### src/rtl/hazard_scoreboard_unit_if.sv
// Bundle of pipeline-side signals seen by the hazard scoreboard unit.
// The slave modport is the hazard unit; the master modport is the pipeline/driver.
interface hazard_scoreboard_unit_if #(
    parameter int REG_AW      = 5,
    parameter int MAX_PENDING = 4,
    parameter int CNT_W       = 32
);
    localparam int PCNT_W = $clog2(MAX_PENDING + 1);

    logic [REG_AW-1:0] i_rs1_d;
    logic [REG_AW-1:0] i_rs2_d;
    logic [REG_AW-1:0] i_rd_d;
    logic              i_lc_op_d;
    logic              i_lc_issue_e;
    logic [REG_AW-1:0] i_rd_e;
    logic              i_res_src_b0_e;
    logic              i_lc_done;
    logic [REG_AW-1:0] i_lc_done_rd;
    logic [1:0]        i_pc_src_e;
    logic              i_jmp_e;
    logic              i_mret_e;

    logic              o_pc_stall;
    logic              o_if_id_stall;
    logic              o_if_id_flush;
    logic              o_id_ex_flush;
    logic [PCNT_W-1:0] o_pending_cnt;
    logic              o_sb_err;
    logic [CNT_W-1:0]  o_stall_cycles;
    logic [CNT_W-1:0]  o_flush_events;

    modport slave (
        input  i_rs1_d, i_rs2_d, i_rd_d, i_lc_op_d, i_lc_issue_e, i_rd_e,
               i_res_src_b0_e, i_lc_done, i_lc_done_rd, i_pc_src_e, i_jmp_e, i_mret_e,
        output o_pc_stall, o_if_id_stall, o_if_id_flush, o_id_ex_flush,
               o_pending_cnt, o_sb_err, o_stall_cycles, o_flush_events
    );

    modport master (
        output i_rs1_d, i_rs2_d, i_rd_d, i_lc_op_d, i_lc_issue_e, i_rd_e,
               i_res_src_b0_e, i_lc_done, i_lc_done_rd, i_pc_src_e, i_jmp_e, i_mret_e,
        input  o_pc_stall, o_if_id_stall, o_if_id_flush, o_id_ex_flush,
               o_pending_cnt, o_sb_err, o_stall_cycles, o_flush_events
    );
endinterface

### src/rtl/hazard_scoreboard_unit.sv
// Hazard controller with an out-of-order writeback scoreboard, load-use stall and
// redirect flush. Optional perf counters are built when HAZARD_PERF_CNT_EN is defined.
module hazard_scoreboard_unit #(
    parameter int REG_AW      = 5,
    parameter int MAX_PENDING = 4,
    parameter int CNT_W       = 32
) (
    input  logic                     i_clk,
    input  logic                     i_rst,
    hazard_scoreboard_unit_if.slave  hz
);
    localparam int NREG   = 2 ** REG_AW;
    localparam int PCNT_W = $clog2(MAX_PENDING + 1);
    localparam logic [PCNT_W-1:0] CNT_MAX = PCNT_W'(MAX_PENDING);
    localparam logic [PCNT_W-1:0] CNT_ONE = PCNT_W'(1);

    logic [NREG-1:0]   busy_q, busy_d;
    logic [PCNT_W-1:0] cnt_q, cnt_d;
    logic              sb_err_q, sb_err_d;

    logic [NREG-1:0]   done_mask;
    logic [NREG-1:0]   issue_mask;
    logic [NREG-1:0]   busy_eff;
    logic              issue_act;
    logic              done_hit;
    logic              full_eff;
    logic              cnt_inc;
    logic              overflow;
    logic              src1_busy, src2_busy, dst_busy;
    logic              sb_stall;
    logic              lu_stall;
    logic              redirect;
    logic              stall;
    logic              pc_stall, if_id_stall, if_id_flush, id_ex_flush;

    assign issue_act = hz.i_lc_issue_e && (hz.i_rd_e != '0);
    assign done_hit  = hz.i_lc_done && busy_q[hz.i_lc_done_rd];

    always_comb begin
        done_mask  = '0;
        issue_mask = '0;
        if (hz.i_lc_done) done_mask[hz.i_lc_done_rd] = 1'b1;
        if (issue_act)    issue_mask[hz.i_rd_e]      = 1'b1;
    end

    // A result retiring this cycle is forwarded by WB, so it neither blocks its
    // consumer nor counts against the outstanding-op limit.
    assign busy_eff = busy_q & ~done_mask;
    assign full_eff = (cnt_q == CNT_MAX) && !done_hit;

    assign src1_busy = (hz.i_rs1_d != '0) && busy_eff[hz.i_rs1_d];
    assign src2_busy = (hz.i_rs2_d != '0) && busy_eff[hz.i_rs2_d];
    assign dst_busy  = (hz.i_rd_d  != '0) && busy_eff[hz.i_rd_d];

    assign sb_stall = src1_busy || src2_busy || dst_busy || (hz.i_lc_op_d && full_eff);

    assign lu_stall = hz.i_res_src_b0_e && (hz.i_rd_e != '0) &&
                      (((hz.i_rs1_d != '0) && (hz.i_rs1_d == hz.i_rd_e)) ||
                       ((hz.i_rs2_d != '0) && (hz.i_rs2_d == hz.i_rd_e)));

    assign redirect = (hz.i_pc_src_e == 2'b01) || hz.i_jmp_e || hz.i_mret_e;
    assign stall    = sb_stall || lu_stall;

    always_comb begin
        pc_stall    = 1'b0;
        if_id_stall = 1'b0;
        if_id_flush = 1'b0;
        id_ex_flush = 1'b0;
        if (!i_rst) begin
            if (redirect) begin
                if_id_flush = 1'b1;
                id_ex_flush = 1'b1;
            end else if (stall) begin
                pc_stall    = 1'b1;
                if_id_stall = 1'b1;
                id_ex_flush = 1'b1;
            end
        end
    end

    // Issuing into a full scoreboard is illegal; the count saturates and the error sticks.
    assign cnt_inc  = issue_act && !full_eff;
    assign overflow = issue_act && full_eff;

    always_comb begin
        busy_d = busy_eff | issue_mask;
        busy_d[0] = 1'b0;
        cnt_d = cnt_q;
        if (cnt_inc && !done_hit)      cnt_d = cnt_q + CNT_ONE;
        else if (!cnt_inc && done_hit) cnt_d = cnt_q - CNT_ONE;
        sb_err_d = sb_err_q || (hz.i_lc_done && !done_hit) || overflow;
    end

    always_ff @(posedge i_clk) begin
        if (i_rst) begin
            busy_q   <= '0;
            cnt_q    <= '0;
            sb_err_q <= 1'b0;
        end else begin
            busy_q   <= busy_d;
            cnt_q    <= cnt_d;
            sb_err_q <= sb_err_d;
        end
    end

`ifdef HAZARD_PERF_CNT_EN
    logic [CNT_W-1:0] stall_cycles_q, stall_cycles_d;
    logic [CNT_W-1:0] flush_events_q, flush_events_d;

    always_comb begin
        stall_cycles_d = stall_cycles_q;
        flush_events_d = flush_events_q;
        if (stall && !redirect && (stall_cycles_q != '1))
            stall_cycles_d = stall_cycles_q + CNT_W'(1);
        if (redirect && (flush_events_q != '1))
            flush_events_d = flush_events_q + CNT_W'(1);
    end

    always_ff @(posedge i_clk) begin
        if (i_rst) begin
            stall_cycles_q <= '0;
            flush_events_q <= '0;
        end else begin
            stall_cycles_q <= stall_cycles_d;
            flush_events_q <= flush_events_d;
        end
    end

    assign hz.o_stall_cycles = stall_cycles_q;
    assign hz.o_flush_events = flush_events_q;
`else
    assign hz.o_stall_cycles = '0;
    assign hz.o_flush_events = '0;
`endif

    assign hz.o_pc_stall    = pc_stall;
    assign hz.o_if_id_stall = if_id_stall;
    assign hz.o_if_id_flush = if_id_flush;
    assign hz.o_id_ex_flush = id_ex_flush;
    assign hz.o_pending_cnt = cnt_q;
    assign hz.o_sb_err      = sb_err_q;
endmodule
### src/flat_wrapper.sv
// flat-port wrapper written by rule: the top's interface ports become plain ports
module hazard_scoreboard_unit_flat 
#(
    parameter int REG_AW      = 5,
    parameter int MAX_PENDING = 4,
    parameter int CNT_W       = 32
)
  (i_clk, i_rst, hz_i_rs1_d, hz_i_rs2_d, hz_i_rd_d, hz_i_lc_op_d, hz_i_lc_issue_e, hz_i_rd_e, hz_i_res_src_b0_e, hz_i_lc_done, hz_i_lc_done_rd, hz_i_pc_src_e, hz_i_jmp_e, hz_i_mret_e, hz_o_pc_stall, hz_o_if_id_stall, hz_o_if_id_flush, hz_o_id_ex_flush, hz_o_pending_cnt, hz_o_sb_err, hz_o_stall_cycles, hz_o_flush_events);
  hazard_scoreboard_unit_if #(.REG_AW(REG_AW), .MAX_PENDING(MAX_PENDING), .CNT_W(CNT_W)) hz_i ();
  input  logic i_clk;
  input  logic i_rst;
  input wire logic [$bits(hz_i.i_rs1_d)-1:0] hz_i_rs1_d;
  input wire logic [$bits(hz_i.i_rs2_d)-1:0] hz_i_rs2_d;
  input wire logic [$bits(hz_i.i_rd_d)-1:0] hz_i_rd_d;
  input wire logic [$bits(hz_i.i_lc_op_d)-1:0] hz_i_lc_op_d;
  input wire logic [$bits(hz_i.i_lc_issue_e)-1:0] hz_i_lc_issue_e;
  input wire logic [$bits(hz_i.i_rd_e)-1:0] hz_i_rd_e;
  input wire logic [$bits(hz_i.i_res_src_b0_e)-1:0] hz_i_res_src_b0_e;
  input wire logic [$bits(hz_i.i_lc_done)-1:0] hz_i_lc_done;
  input wire logic [$bits(hz_i.i_lc_done_rd)-1:0] hz_i_lc_done_rd;
  input wire logic [$bits(hz_i.i_pc_src_e)-1:0] hz_i_pc_src_e;
  input wire logic [$bits(hz_i.i_jmp_e)-1:0] hz_i_jmp_e;
  input wire logic [$bits(hz_i.i_mret_e)-1:0] hz_i_mret_e;
  output wire logic [$bits(hz_i.o_pc_stall)-1:0] hz_o_pc_stall;
  output wire logic [$bits(hz_i.o_if_id_stall)-1:0] hz_o_if_id_stall;
  output wire logic [$bits(hz_i.o_if_id_flush)-1:0] hz_o_if_id_flush;
  output wire logic [$bits(hz_i.o_id_ex_flush)-1:0] hz_o_id_ex_flush;
  output wire logic [$bits(hz_i.o_pending_cnt)-1:0] hz_o_pending_cnt;
  output wire logic [$bits(hz_i.o_sb_err)-1:0] hz_o_sb_err;
  output wire logic [$bits(hz_i.o_stall_cycles)-1:0] hz_o_stall_cycles;
  output wire logic [$bits(hz_i.o_flush_events)-1:0] hz_o_flush_events;
  assign hz_i.i_rs1_d = hz_i_rs1_d;
  assign hz_i.i_rs2_d = hz_i_rs2_d;
  assign hz_i.i_rd_d = hz_i_rd_d;
  assign hz_i.i_lc_op_d = hz_i_lc_op_d;
  assign hz_i.i_lc_issue_e = hz_i_lc_issue_e;
  assign hz_i.i_rd_e = hz_i_rd_e;
  assign hz_i.i_res_src_b0_e = hz_i_res_src_b0_e;
  assign hz_i.i_lc_done = hz_i_lc_done;
  assign hz_i.i_lc_done_rd = hz_i_lc_done_rd;
  assign hz_i.i_pc_src_e = hz_i_pc_src_e;
  assign hz_i.i_jmp_e = hz_i_jmp_e;
  assign hz_i.i_mret_e = hz_i_mret_e;
  assign hz_o_pc_stall = hz_i.o_pc_stall;
  assign hz_o_if_id_stall = hz_i.o_if_id_stall;
  assign hz_o_if_id_flush = hz_i.o_if_id_flush;
  assign hz_o_id_ex_flush = hz_i.o_id_ex_flush;
  assign hz_o_pending_cnt = hz_i.o_pending_cnt;
  assign hz_o_sb_err = hz_i.o_sb_err;
  assign hz_o_stall_cycles = hz_i.o_stall_cycles;
  assign hz_o_flush_events = hz_i.o_flush_events;
  hazard_scoreboard_unit #(.REG_AW(REG_AW), .MAX_PENDING(MAX_PENDING), .CNT_W(CNT_W)) u_core (.i_clk(i_clk), .i_rst(i_rst), .hz(hz_i));
endmodule
### config.mk
export PLATFORM = sky130hd
export DESIGN_NAME = hazard_scoreboard_unit_flat
export DESIGN_NICKNAME = d
export VERILOG_FILES = /design/src/rtl/hazard_scoreboard_unit_if.sv /design/src/rtl/hazard_scoreboard_unit.sv /design/src/flat_wrapper.sv
export SDC_FILE = /design/constraint.sdc
export NUM_CORES = 1
export LEC_CHECK = 0
export ABC_AREA = 1
export BUFFER_PORTS_ARGS = -buffer_cell sky130_fd_sc_hd__buf_4
export CELL_PAD_IN_SITES_DETAIL_PLACEMENT = 1
export CELL_PAD_IN_SITES_GLOBAL_PLACEMENT = 1
export CORE_ASPECT_RATIO = 0.5
export CORE_MARGIN = 5
export CORE_UTILIZATION = 35
export CTS_CLUSTER_SIZE = 25
export DETAILED_ROUTE_END_ITERATION = 12
export GPL_TIMING_DRIVEN = 0
export HOLD_SLACK_MARGIN = 0.08
export PLACE_DENSITY = 0.78
export REMOVE_ABC_BUFFERS = 1
export SLEW_MARGIN = 10
export SYNTH_ARGS = -nofsm -noshare
export SYNTH_HDL_FRONTEND = slang
export SYNTH_SLANG_ARGS = --single-unit
### constraint.sdc
create_clock -name i_clk -period 3 [get_ports i_clk]
set_clock_uncertainty 0.2 [all_clocks]
set_input_delay 0.3 -clock i_clk [delete_from_list [all_inputs] [get_ports i_clk]]
set_output_delay 0.3 -clock i_clk [all_outputs]
set_load 0.05 [all_outputs]
---- After elaboration in Yosys (flattened, before gate mapping) ----
Index checks and enable logic that the tools add are counted.
word-level totals
  flip-flop bits (word level) ............. 36
  bits in latches ......................... 0
  memory bits (writable) .................. 0
  bits in read-only memories .............. 0
  input bits .............................. 35
  output and inout port bits .............. 72
  memories ................................ 0
cells by class
  add/subtract/negate cells ............... 2
  multipliers ............................. 0
  div/mod/pow operators ................... 0
  magnitude comparators ................... 7
  equality and inequality tests ........... 4
  shift operators ......................... 0
  muxes and demuxes ....................... 23
  bitwise operators ....................... 3
  reductions and logical operators ........ 35
operators by type and width
  cell                 number
  $mux 32              2
  $and 32x32->32       1
  $not 32->32          1
  $or 32x32->32        1
  $lt 5x6->1 const B   5
  $bmux 1 s5           4
  $reduce_bool 5->1    4
  $logic_and 1x1->1    18
  $mux 1               13
  $demux 1 s5          2
  $eq 5x5->1           2
  $ge 5x1->1 const B   2
  $logic_or 1x1->1     9
  $mux 3               2
  $add 3x1->3 const B  1
  $eq 3x3->1 const B   1
  $logic_not 1->1      3
  $sub 3x1->3 const B  1
  $eq 2x1->1 const B   1
  $reduce_bool 2->1    1

---- Longest topological paths before layout ----
Gate-level depths: netlist of run 1.
  depth after elaboration ................. 17
  gate-level depth with buffers ........... 19

---- Worst setup path before layout of run 1 ----
No wires, ideal clock.
  path type ............................... in2out
  from .................................... in hz_i_lc_done_rd[0]
  to ...................................... out hz_o_pc_stall
  data arrival time ....................... 2.518 ns
  data required time ...................... 2.500 ns
  setup slack ............................. -0.018 ns
  cell stages on the path ................. 17
  buffers on the path ..................... 3
  path through ............................ buf_2 > inv_2 > nand2_1 > nor2_2 > buf_4 > a21boi_1 > nand2_1 > nand3_1 > nand2_1 > nand3_1 > nand2_1 > nand2_1 > nand2_1 > nand3_1 > nand2_1 > nor2_1 > buf_4
between the ends
  longest elaborated chain between the ends .. 17
  elaborated cells between the ends (all ways) .. 30
ends and longest elaborated chain
  item                                                            line                                                        text
  start, declared                                                 flat_wrapper.sv:20                                          input wire logic [$bits(hz_i.i_lc_done_rd)-1:0] hz_i_lc_done_rd;
  $lt 5x6->1 (implied by the code) or $ge 5x1->1 (tied branches)  hazard_scoreboard_unit.sv:42                                if (hz.i_lc_done) done_mask[hz.i_lc_done_rd] = 1'b1;
  $logic_and 1x1->1 (implied by the code)                         hazard_scoreboard_unit.sv:42
  $mux 1 (implied by the code)                                    hazard_scoreboard_unit.sv:42
  $demux 1 s5                                                     n/a
  $mux 32                                                         hazard_scoreboard_unit.sv:42
  $not 32->32                                                     hazard_scoreboard_unit.sv:48                                assign busy_eff = busy_q & ~done_mask;
  $and 32x32->32                                                  hazard_scoreboard_unit.sv:48
  $bmux 1 s5, on equally long branches                            hazard_scoreboard_unit.sv:51, hazard_scoreboard_unit.sv:52
  $mux 1, on equally long branches                                hazard_scoreboard_unit.sv:51, hazard_scoreboard_unit.sv:52
  $logic_and 1x1->1, on equally long branches                     hazard_scoreboard_unit.sv:51, hazard_scoreboard_unit.sv:52
  $logic_or 1x1->1 (2 in a row)                                   hazard_scoreboard_unit.sv:55                                assign sb_stall = src1_busy || src2_busy || dst_busy || (hz.i_lc_op_d && full_eff);
  $logic_or 1x1->1 (*)                                            hazard_scoreboard_unit.sv:55
  $logic_or 1x1->1 (*)                                            hazard_scoreboard_unit.sv:62                                assign stall = sb_stall || lu_stall;
  $mux 1 (*) (3 in a row)                                         n/a
  end, declared                                                   flat_wrapper.sv:24                                          output wire logic [$bits(hz_i.o_pc_stall)-1:0] hz_o_pc_stall;
Every way passes the cells marked *; elsewhere a longest branch is shown, timed or not. The select of a mux whose other input is x is not followed.

---- Worst setup path after layout of run 1 ----
  from .................................... in hz_i_rs2_d[1]
  to ...................................... out hz_o_id_ex_flush
between the ends
  longest elaborated chain between the ends .. 10
  elaborated cells between the ends (all ways) .. 15
ends and longest elaborated chain
  item                           line                          text
  start, declared                flat_wrapper.sv:13            input wire logic [$bits(hz_i.i_rs2_d)-1:0] hz_i_rs2_d;
  $bmux 1 s5                     hazard_scoreboard_unit.sv:52  assign src2_busy = (hz.i_rs2_d != '0) && busy_eff[hz.i_rs2_d];
  $mux 1 (implied by the code)   hazard_scoreboard_unit.sv:52
  $logic_and 1x1->1              hazard_scoreboard_unit.sv:52
  $logic_or 1x1->1 (3 in a row)  hazard_scoreboard_unit.sv:55
  $logic_or 1x1->1 (*)           hazard_scoreboard_unit.sv:62
  $mux 1 (*)                     hazard_scoreboard_unit.sv:73  end else if (stall) begin
  $mux 1 (*)                     hazard_scoreboard_unit.sv:70  if (redirect) begin
  $mux 1 (*)                     hazard_scoreboard_unit.sv:69  if (!i_rst) begin
  end, declared                  flat_wrapper.sv:27            output wire logic [$bits(hz_i.o_id_ex_flush)-1:0] hz_o_id_ex_flush;
Marks and branches as above.

==> flow_summary.ini, run 1 <==
[synth]
netlist.area_leader.share_pct = 19.8
synth_area_mm2 = 0.00363
yosys_warnings = 0
synth_most_common_cell = nand2_1
synth-xor-area-share_pct = 1.93
synthTopCellsByCount = nand2_1, nand3_1, buf_4
yosys_register_bits = 35
yosys-top-cells-area = nand2_1, dfxtp_1, nand3_1
synth_cell_types = 28
async_reset_ff_share_pct = 0
synth_top_family_by_area = simple AND/OR/NAND/NOR gates
synth_flop_cell = dfxtp_1
synth_fa_ha_area_share_pct = 0.897
muxShareOfSynthArea_pct = 0
ys_seq_area_share_pct = 19.3
synth_top_area_cell = nand2_1
synth_area_per_cell_um2 = 5.59
synth-compound-area-share_pct = 12.2
yosys.area_share.simple_pct = 43.3
synth_cells = 649
synth_edf_count = 0

[global_route]
grt_pass1_vias = 4351
grt_pass1_wl_um = 23900
antenna_found_initial = 0
track_usage_pct = 24.7
grt_overflow = 0
grt_max_degree = 36

[flow_run]
drv_cap = 0

[timing]
worst_slew_pin_slew_ns = 0.880
slew_headroom_pct = 40.9
setup_violations = 0
fmaxAchievable_ghz = 0.348
timing.hold.ws_ns = 0.118
period_share_pct = 95.9
period_minus_slack_ns = 2.88
rsz0062_at_grt = no
maxSlewViolCount = 0
hold_viol = 0

[drt]
drc = 0
via_per_inst = 5.48
dr.pass1.iters = 5
routed_wl_um = 16200
vias = 4529
drtAntennaViolNets = 0
wl_per_cell_um = 19.5
drt_iter0_markers = 542

[clock_network]
hold_buffers = 0
clk_pin_slew_worst_paths_ns = 0.06
cts_tree = yes
clk_latency_ns = 0.29
cts_buffer_depth = 2
cts_inserted_buffers = 5
cts-root-buf = clkbuf_16
cts.sink_count = 35
h-tree-depth = 2

[placement]
post-dp-hpwl_um = 11800
portBuffers = 42
placed_cells = 813
gp_congestion = 0.976

[floorplan]
dieArea_mm2 = 0.0126
io_pins = 107
die_w_um = 154
fp-row-count = 26
die_y_um = 82.0
core_area_mm2 = 0.0101
initial_core_util_pct = 35.7

[finish]
instances_no_fill = 827
fill_cells = 1420
drive_gt1_share_pct = 13.4
antenna_cells = 0
final_nets = 723
area.growth.synth_to_final_pct = 13.9

[pwr]
p_total_uw = 1640
vdd_drop_max_v = 0.000230
p_leak_uw = 0.00185
cellPowerDensity_mw_per_mm2 = 397

[min_path]
hold_path_class = in -> reg

[critical_path]
path_class = in -> out
path_max_fanout = 11
crit_top_cell = nand2_1
start_kind = primary input
cp_slowest_cell = nor2_1
cp_cell_sequence = buf_4 -> nor2_1 -> inv_1 -> a21oi_1 -> nor2_1 -> nand2_1 -> nand2_1 -> nand2_1 -> nand3_1 -> nand2_1 -> nand3_1 -> nand2_1 -> nand2_1 -> buf_4
arrival_ns = 2.38
path_buf_inv = 3
cp-end-kind = output pin
required_ns = 2.50
cpPeakStageDelay_ns = 0.52
rrSetupSlack_ns = 0.37
crit_family = simple AND/OR/NAND/NOR gates

[run_status]
status = finished, final reports clean
[timing repair]
action,CTS,global route
hold endpoints to repair,0,0
pin swaps,2,1
endpoints found under the setup margin,3,5
buffers inserted,4,2
resized for setup,7,26
[stage by stage]
| stage | setup slack, ns | TNS (ns) | utilization [%] | area, um2 |
|---|---|---|---|---|
| after floorplan | -0.0557 | -0.111 | - | 3280 |
| after global placement | -0.266 | -0.978 | 37.2 | 3770 |
| after detailed placement | -0.316 | -1.17 | 37.7 | 3830 |
| final | 0.123 | 0 | 40.7 | 4130 |
| after CTS | 0.00517 | 0 | 39.7 | 4030 |
| after global routing | 0.0136 | 0 | 40.7 | 4130 |
[layout make-up]
cell class                      instances  area, um2  share of cell area [%]
Timing Repair Buffer                   52        418                    10.1
Clock buffer                            7        133                    3.21
Multi-Input combinational cell        532       2460                    59.5
Sequential cell                        35        701                    17.0
Inverter                               60        241                    5.84
Clock inverter                          1       5.00                   0.121
Tap cell                              140        175                    4.24
[flip-flops by register name (all words and copies together) (netlist names)]
register	cells
u_core.hz.o_pending_cnt	3
u_core.hz.o_sb_err	1
u_core.busy_q	31
[worst reg2reg max path, cell delays in order (launching register included)]
cell and delay, ns:
dfxtp_1 0.39, inv_1 0.05, o21ai_0 0.14, nand2_1 0.07, nand2_1 0.06, nand2_1 0.09
nand2_1 0.10, nor2_1 0.09, nand2_1 0.09, a21boi_1 0.08, nor2_1 0.11, ha_1 0.15
inv_1 0.06, fa_1 0.37, a21oi_1 0.14, o21ai_0 0.11, o21ai_0 0.16, a21oi_1 0.05
[cell usage in the layout (no fill, tap or decap), drive strengths merged, types with 2 or more instances in the layout]
cell type  instances
nand3            103
conb              64
clkinv             2
nand4              2
a31oi              2
nor2              64
nor3              14
dfxtp             35
clkinvlp           3
o21ai             15
nand2            192
inv               56
a21boi             6
xor2               3
xnor2              5
o211ai             2
buf               52
clkbuf             7
a21oi             56
[routing by layer]
layer / global-route usage [%] / share of wire, % / wire [um]
met1: 32.3 / 42 / 6760
met2: 40.7 / 44 / 7110
met3: 5.00 / 12 / 1870
met4: 9.25 / 2.6 / 418
met5: 0 / 0 / 0
[where the power goes]
group / internal (uW) / switching, uW / total (uW)
Clock: 308 / 223 / 531
Sequential: 479 / 13.7 / 493
Combinational: 134 / 481 / 615
[final timing paths]
path,startpoint,end,depth (start not counted)
min,hz_i_lc_issue_e,u_core.hz.o_sb_err,3
max,hz_i_rs2_d[1],hz_o_id_ex_flush,14
max reg2reg,u_core.busy_q[16],u_core.hz.o_pending_cnt[2],17
min reg2reg,u_core.hz.o_sb_err,u_core.hz.o_sb_err,2
[logic make-up (layout without fill, tap and decap cells)]
logic type,count (synthesis),after routing
xor gates and xnor gates,8,8
adders and majority gates,2,2
DFF,35,35
buffers and inverters,145,120
other,1,64
AOI/OAI and AO/OA,83,83
and+or+nand+nor,375,375
(Power assumes the default switching activity.)
==> run 2, diff against run 1 <==
--- a/config.mk
+++ b/config.mk
@@ -11,12 +11,12 @@
 export CELL_PAD_IN_SITES_GLOBAL_PLACEMENT = 1
 export CORE_ASPECT_RATIO = 0.5
 export CORE_MARGIN = 5
-export CORE_UTILIZATION = 35
+export CORE_UTILIZATION = 36
+export CTS_BUF_LIST = sky130_fd_sc_hd__clkbuf_2 sky130_fd_sc_hd__clkbuf_4 sky130_fd_sc_hd__clkbuf_8
 export CTS_CLUSTER_SIZE = 25
 export DETAILED_ROUTE_END_ITERATION = 12
-export GPL_TIMING_DRIVEN = 0
 export HOLD_SLACK_MARGIN = 0.08
-export PLACE_DENSITY = 0.78
+export PLACE_DENSITY = 0.8
 export REMOVE_ABC_BUFFERS = 1
 export SLEW_MARGIN = 10
 export SYNTH_ARGS = -nofsm -noshare
==> run 2 against run 1 <==
Register-to-register slack got worse by 0.21 ns. Largest cell class unchanged. Final cell count rose by 1.7%. Critical path type is now reg -> reg. Sequential cell count did not move. Critical endpoint is now u_core.hz.o_pending_cnt[2].
==> flow_summary.ini, run 2 (same netlist as run 1, synthesis figures left out) <==
[placement]
portBuffers = 42
place_ws_ns = -0.0446
gp_congestion = 0.951
placed_cells = 832
post-dp-hpwl_um = 13000

[global_route]
grt_pass1_vias = 4353
track_usage_pct = 26.2
antenna_found_initial = 0
grt_pass1_wl_um = 24900
grt_overflow = 0
grt_max_degree = 36

[timing]
setup_violations = 0
period_minus_slack_ns = 2.84
rsz0062_at_grt = yes
timing.hold.ws_ns = 0.101
maxSlewViolCount = 0
setup_ws_ns = 0.156
hold_viol = 0
setup_tns_ns = 0
slew_headroom_pct = 42.1
worst_slew_pin_slew_ns = 0.862
fmaxAchievable_ghz = 0.352
period_share_pct = 94.8

[clock_network]
cts.sink_count = 35
cts-root-buf = clkbuf_8
clk_pin_slew_worst_paths_ns = 0.08
clk_latency_ns = 0.31
cts_tree = yes
cts_inserted_buffers = 5
cts_buffer_depth = 2
hold_buffers = 0
h-tree-depth = 2

[finish]
layout_common_cells = nand2_1, nand3_1, buf_4, conb_1, nor2_1
antenna_cells = 0
drive_gt1_share_pct = 15.0
largest_register_ffs = 31
area.growth.synth_to_final_pct = 14.3
largest_register = u_core.busy_q
layout_commonest_cell = nand2_1
final_nets = 742
instances_no_fill = 841

[drt]
wl_per_cell_um = 19.5
drtAntennaViolNets = 0
via_per_inst = 5.41
dr.pass1.iters = 5
vias = 4546
routed_wl_um = 16400
drt_iter0_markers = 414
drc = 0

[floorplan]
io_pins = 107
die_y_um = 81.0
die_w_um = 152
fp-row-count = 25
core_area_mm2 = 0.00963
dieArea_mm2 = 0.0123
initial_core_util_pct = 37.6

[pwr]
share_comb_of_total_power_pct = 40.8
clkPwrFrac_pct = 25.8
internal_power_uw = 792
p_sw_uw = 691
pwr-share-seq_pct = 33.4
p_leak_uw = 0.00191
vdd_drop_max_v = 0.000219
sw_frac_of_total_pct = 46.6
cellPowerDensity_mw_per_mm2 = 358

[critical_path]
start_kind = register
path_max_fanout = 4
path_class = reg -> reg
required_ns = 3.00
cp-end-kind = register
arrival_ns = 2.85
r2r_cells = 18

[min_path]
hold-path-cell-count = 3
hold_path_class = in -> reg

[run_status]
status = finished, final reports clean

[flow_run]
drv_cap = 0
run 2: per-layer routing:
layer	track usage [%]	share of wire, %	up-vias
li1	-	-	2072
met1	35.6	44	2179
met2	40.8	41	269
met3	7.82	12	26
met4	7.26	1.8	0
met5	0	0	-
run 2: area by class of cell:
type,count,area [um2]
inverter,60,225
clock buffer,6,76.3
sequential,35,702
clock inverter,2,12.5
tap,135,169
fill,1415,5490
multi-input combinational,532,2430
timing repair buffer,71,533
run 2: per-stage QoR:
stage / utilization (%) / instance area, um2 / total power, uW
floorplan: - / 3280 / 886
global placement: 41.3 / 3980 / 1080
detailed placement: 41.3 / 3980 / 1090
CTS: 42.2 / 4070 / 1460
global route: 43.1 / 4150 / 1540
finish: 43.1 / 4150 / 1480
run 2: final timing paths:
check                          start                          to  slack (ns)
hold / removal       hz_i_lc_issue_e          u_core.hz.o_sb_err        0.10
setup reg to reg    u_core.busy_q[6]  u_core.hz.o_pending_cnt[2]        0.16
hold reg to reg   u_core.hz.o_sb_err          u_core.hz.o_sb_err        0.29
setup / recovery    u_core.busy_q[6]  u_core.hz.o_pending_cnt[2]        0.16
run 2: timing repair:
action                     4_1_cts  5_1_grt
setup buffers                    0        1
setup endpoints to repair        0        4
resized for setup                0       22
run 2: worst max-delay path, cell delays in order (launching register included):
cell and delay, ns:
dfxtp_1 0.48, nand2_1 0.12, nand2_1 0.07, nand2_1 0.05
nand3_1 0.08, nand2_1 0.06, nand2_1 0.07, nor2_1 0.05
buf_4 0.13, nand2_2 0.13, a21boi_1 0.10, nor2_1 0.11
ha_1 0.16, inv_1 0.07, fa_1 0.38, a21oi_1 0.14
o21ai_0 0.11, o21ai_0 0.16, a21oi_1 0.05
run 2: power by group through the flow:
stage          Sequential (uW)  Combinational, uW  Clock, uW
2_1_floorplan              532                354          0
6_report                   495                606        383
3_5_place_dp               505                586          0
5_1_grt                    497                642        403
4_1_cts                    494                588        379
3_3_place_gp               505                576          0
==> run 3, diff against run 2 <==
--- a/config.mk
+++ b/config.mk
@@ -10,14 +10,13 @@
 export CELL_PAD_IN_SITES_DETAIL_PLACEMENT = 1
 export CELL_PAD_IN_SITES_GLOBAL_PLACEMENT = 1
 export CORE_ASPECT_RATIO = 0.5
-export CORE_MARGIN = 5
+export CORE_MARGIN = 3
 export CORE_UTILIZATION = 36
 export CTS_BUF_LIST = sky130_fd_sc_hd__clkbuf_2 sky130_fd_sc_hd__clkbuf_4 sky130_fd_sc_hd__clkbuf_8
 export CTS_CLUSTER_SIZE = 25
 export DETAILED_ROUTE_END_ITERATION = 12
 export HOLD_SLACK_MARGIN = 0.08
-export PLACE_DENSITY = 0.8
-export REMOVE_ABC_BUFFERS = 1
+export PLACE_DENSITY_LB_ADDON = 0.1
 export SLEW_MARGIN = 10
 export SYNTH_ARGS = -nofsm -noshare
 export SYNTH_HDL_FRONTEND = slang
==> run 3 against run 2 <==
Combinational power down 0.8%. First-iteration DRC count up 1.9%. Power down 0.73%. Sequential power about the same. Via count down 2.7%. Non-clock buffer count up 1. Critical path type is now in -> out. Largest cell class unchanged. Largest power group unchanged. Highest routed layer unchanged.
==> flow_summary.ini, run 3 (same netlist as run 1, synthesis figures left out) <==
[run_status]
status = finished, final reports clean

[pwr]
cellPowerDensity_mw_per_mm2 = 360
clkPwrFrac_pct = 25.6
p_leak_uw = 0.00191
pwr-share-seq_pct = 33.5
p_sw_uw = 682
internal_power_uw = 791
vdd_drop_max_v = 0.000215
sw_frac_of_total_pct = 46.3
share_comb_of_total_power_pct = 40.8

[floorplan]
initial_core_util_pct = 37.6
die_y_um = 77.0
dieArea_mm2 = 0.0114
die_w_um = 148
core_area_mm2 = 0.00963
io_pins = 107
fp-row-count = 25

[timing]
period_share_pct = 94.6
hold_viol = 0
setup_violations = 0
fmaxAchievable_ghz = 0.353
worst_slew_pin_slew_ns = 0.903
slew_headroom_pct = 39.3
rsz0062_at_grt = no
period_minus_slack_ns = 2.84
maxSlewViolCount = 0
timing.hold.ws_ns = 0.114

[clock_network]
cts_resized = 0
hold_buffers = 0
h-tree-depth = 2
cts_tree = yes
cts.sink_count = 35
clk_pin_slew_worst_paths_ns = 0.09
cts_buffer_depth = 2
cts_setup_buffers = 0
cts_inserted_buffers = 5
cts-root-buf = clkbuf_8
clk_latency_ns = 0.31

[finish]
antenna_cells = 0
area.growth.synth_to_final_pct = 12.9
layout_common_cells = nand2_1, nand3_1, buf_4, conb_1, nor2_1
layout_commonest_cell = nand2_1
design_area_mm2 = 0.00409
largest_register = u_core.busy_q
multi_input_area_mm2 = 0.00237
drive_gt1_share_pct = 13.4
fill_cells = 1411
seqCellArea_um2 = 702
fin_util_pct = 42.5
instances_no_fill = 842
final_nets = 743
largest_register_ffs = 31

[critical_path]
r2r_start = u_core.busy_q[16]
cp-end-kind = output pin
crit_top_cell = nand2_1
crit_family = simple AND/OR/NAND/NOR gates
cp_cell_sequence = buf_4 -> inv_2 -> nand2_1 -> nor2_2 -> buf_4 -> a21boi_1 -> nand2_1 -> nand3_1 -> nand2_1 -> nand3_1 -> nand2_1 -> nand2_1 -> nand2_1 -> nand3_1 -> nand2_1 -> nor2_2 -> buf_4
arrival_ns = 2.34
critPathLaunch = hz_i_lc_done_rd[0]
path_class = in -> out
timing.rr.end = u_core.hz.o_pending_cnt[2]
start_kind = primary input
r2r_cells = 18
required_ns = 2.50
path_buf_inv = 4
cpPeakStageDelay_ns = 0.34
cp_slowest_cell = a21boi_1
path_max_fanout = 16
rrSetupSlack_ns = 0.27

[placement]
place_area_mm2 = 0.00400
gp_congestion = 0.962
post-dp-hpwl_um = 13100
portBuffers = 42
placed_cells = 834

[global_route]
grt_pass1_vias = 4198
track_usage_pct = 28.3
antenna_found_initial = 0
grt_pass1_wl_um = 24500
grt_max_degree = 36
grt_overflow = 0

[drt]
wl_per_cell_um = 19.1
vias = 4425
drt_iter0_markers = 422
via_per_inst = 5.26
dr.pass1.iters = 5
routed_wl_um = 16100
drc = 0
drtAntennaViolNets = 0

[min_path]
hold_path_class = in -> reg
whs_endpoint = u_core.hz.o_sb_err
hold-path-cell-count = 3
min_from = hz_i_lc_issue_e

[flow_run]
drv_cap = 0
## run 3: worst min-delay path, cell delays in order
cell and delay [ns]:
buf_4 0.12, nand3_1 0.08, a31oi_1 0.07
## run 3: how the worst max path moves through the flow
stage                            endpoint  slack [ns]  cells past startpoint
2_1_floorplan               hz_o_pc_stall        0.25                     17
3_3_place_gp   u_core.hz.o_pending_cnt[2]        0.13                     18
3_5_place_dp   u_core.hz.o_pending_cnt[2]     -0.0002                     19
4_1_cts                  hz_o_id_ex_flush        0.18                     17
5_1_grt        u_core.hz.o_pending_cnt[2]       0.008                     18
6_report                    hz_o_pc_stall        0.16                     17
## run 3: final cells by class
class / instances / area share, %
clock buffers: 6 / 1.86
clock inverters: 2 / 0.306
well taps: 135 / 4.13
multi-input cells: 532 / 57.9
flip-flops and latches: 35 / 17.1
inverters: 60 / 5.50
repair buffers: 72 / 13.2
## run 3: power by group through the flow
| stage | Sequential, uW | Combinational, uW | Clock [uW] |
|---|---|---|---|
| global placement | 505 | 582 | 0 |
| global route | 496 | 643 | 402 |
| floorplan | 532 | 449 | 0 |
| finish | 494 | 601 | 377 |
| CTS | 494 | 590 | 383 |
| detailed placement | 504 | 589 | 0 |
## run 3: metal layers
| layer | track usage, % | vias to the layer above | share of wire [%] |
|---|---|---|---|
| met5 | 0 | - | 0 |
| met4 | 3.41 | 0 | 0.48 |
| met3 | 4.78 | 8 | 11 |
| met2 | 41.4 | 258 | 39 |
| met1 | 44.0 | 2085 | 49 |
| li1 | - | 2074 | - |
## run 3: stage by stage
stage / setup TNS (ns) / total power [uW] / setup WS, ns
floorplan: 0 / 980 / 0.246
global placement: 0 / 1090 / 0.132
detailed placement: -0.000180 / 1090 / -0.000180
CTS: 0 / 1470 / 0.178
global route: 0 / 1540 / 0.00842
finish: 0 / 1470 / 0.163
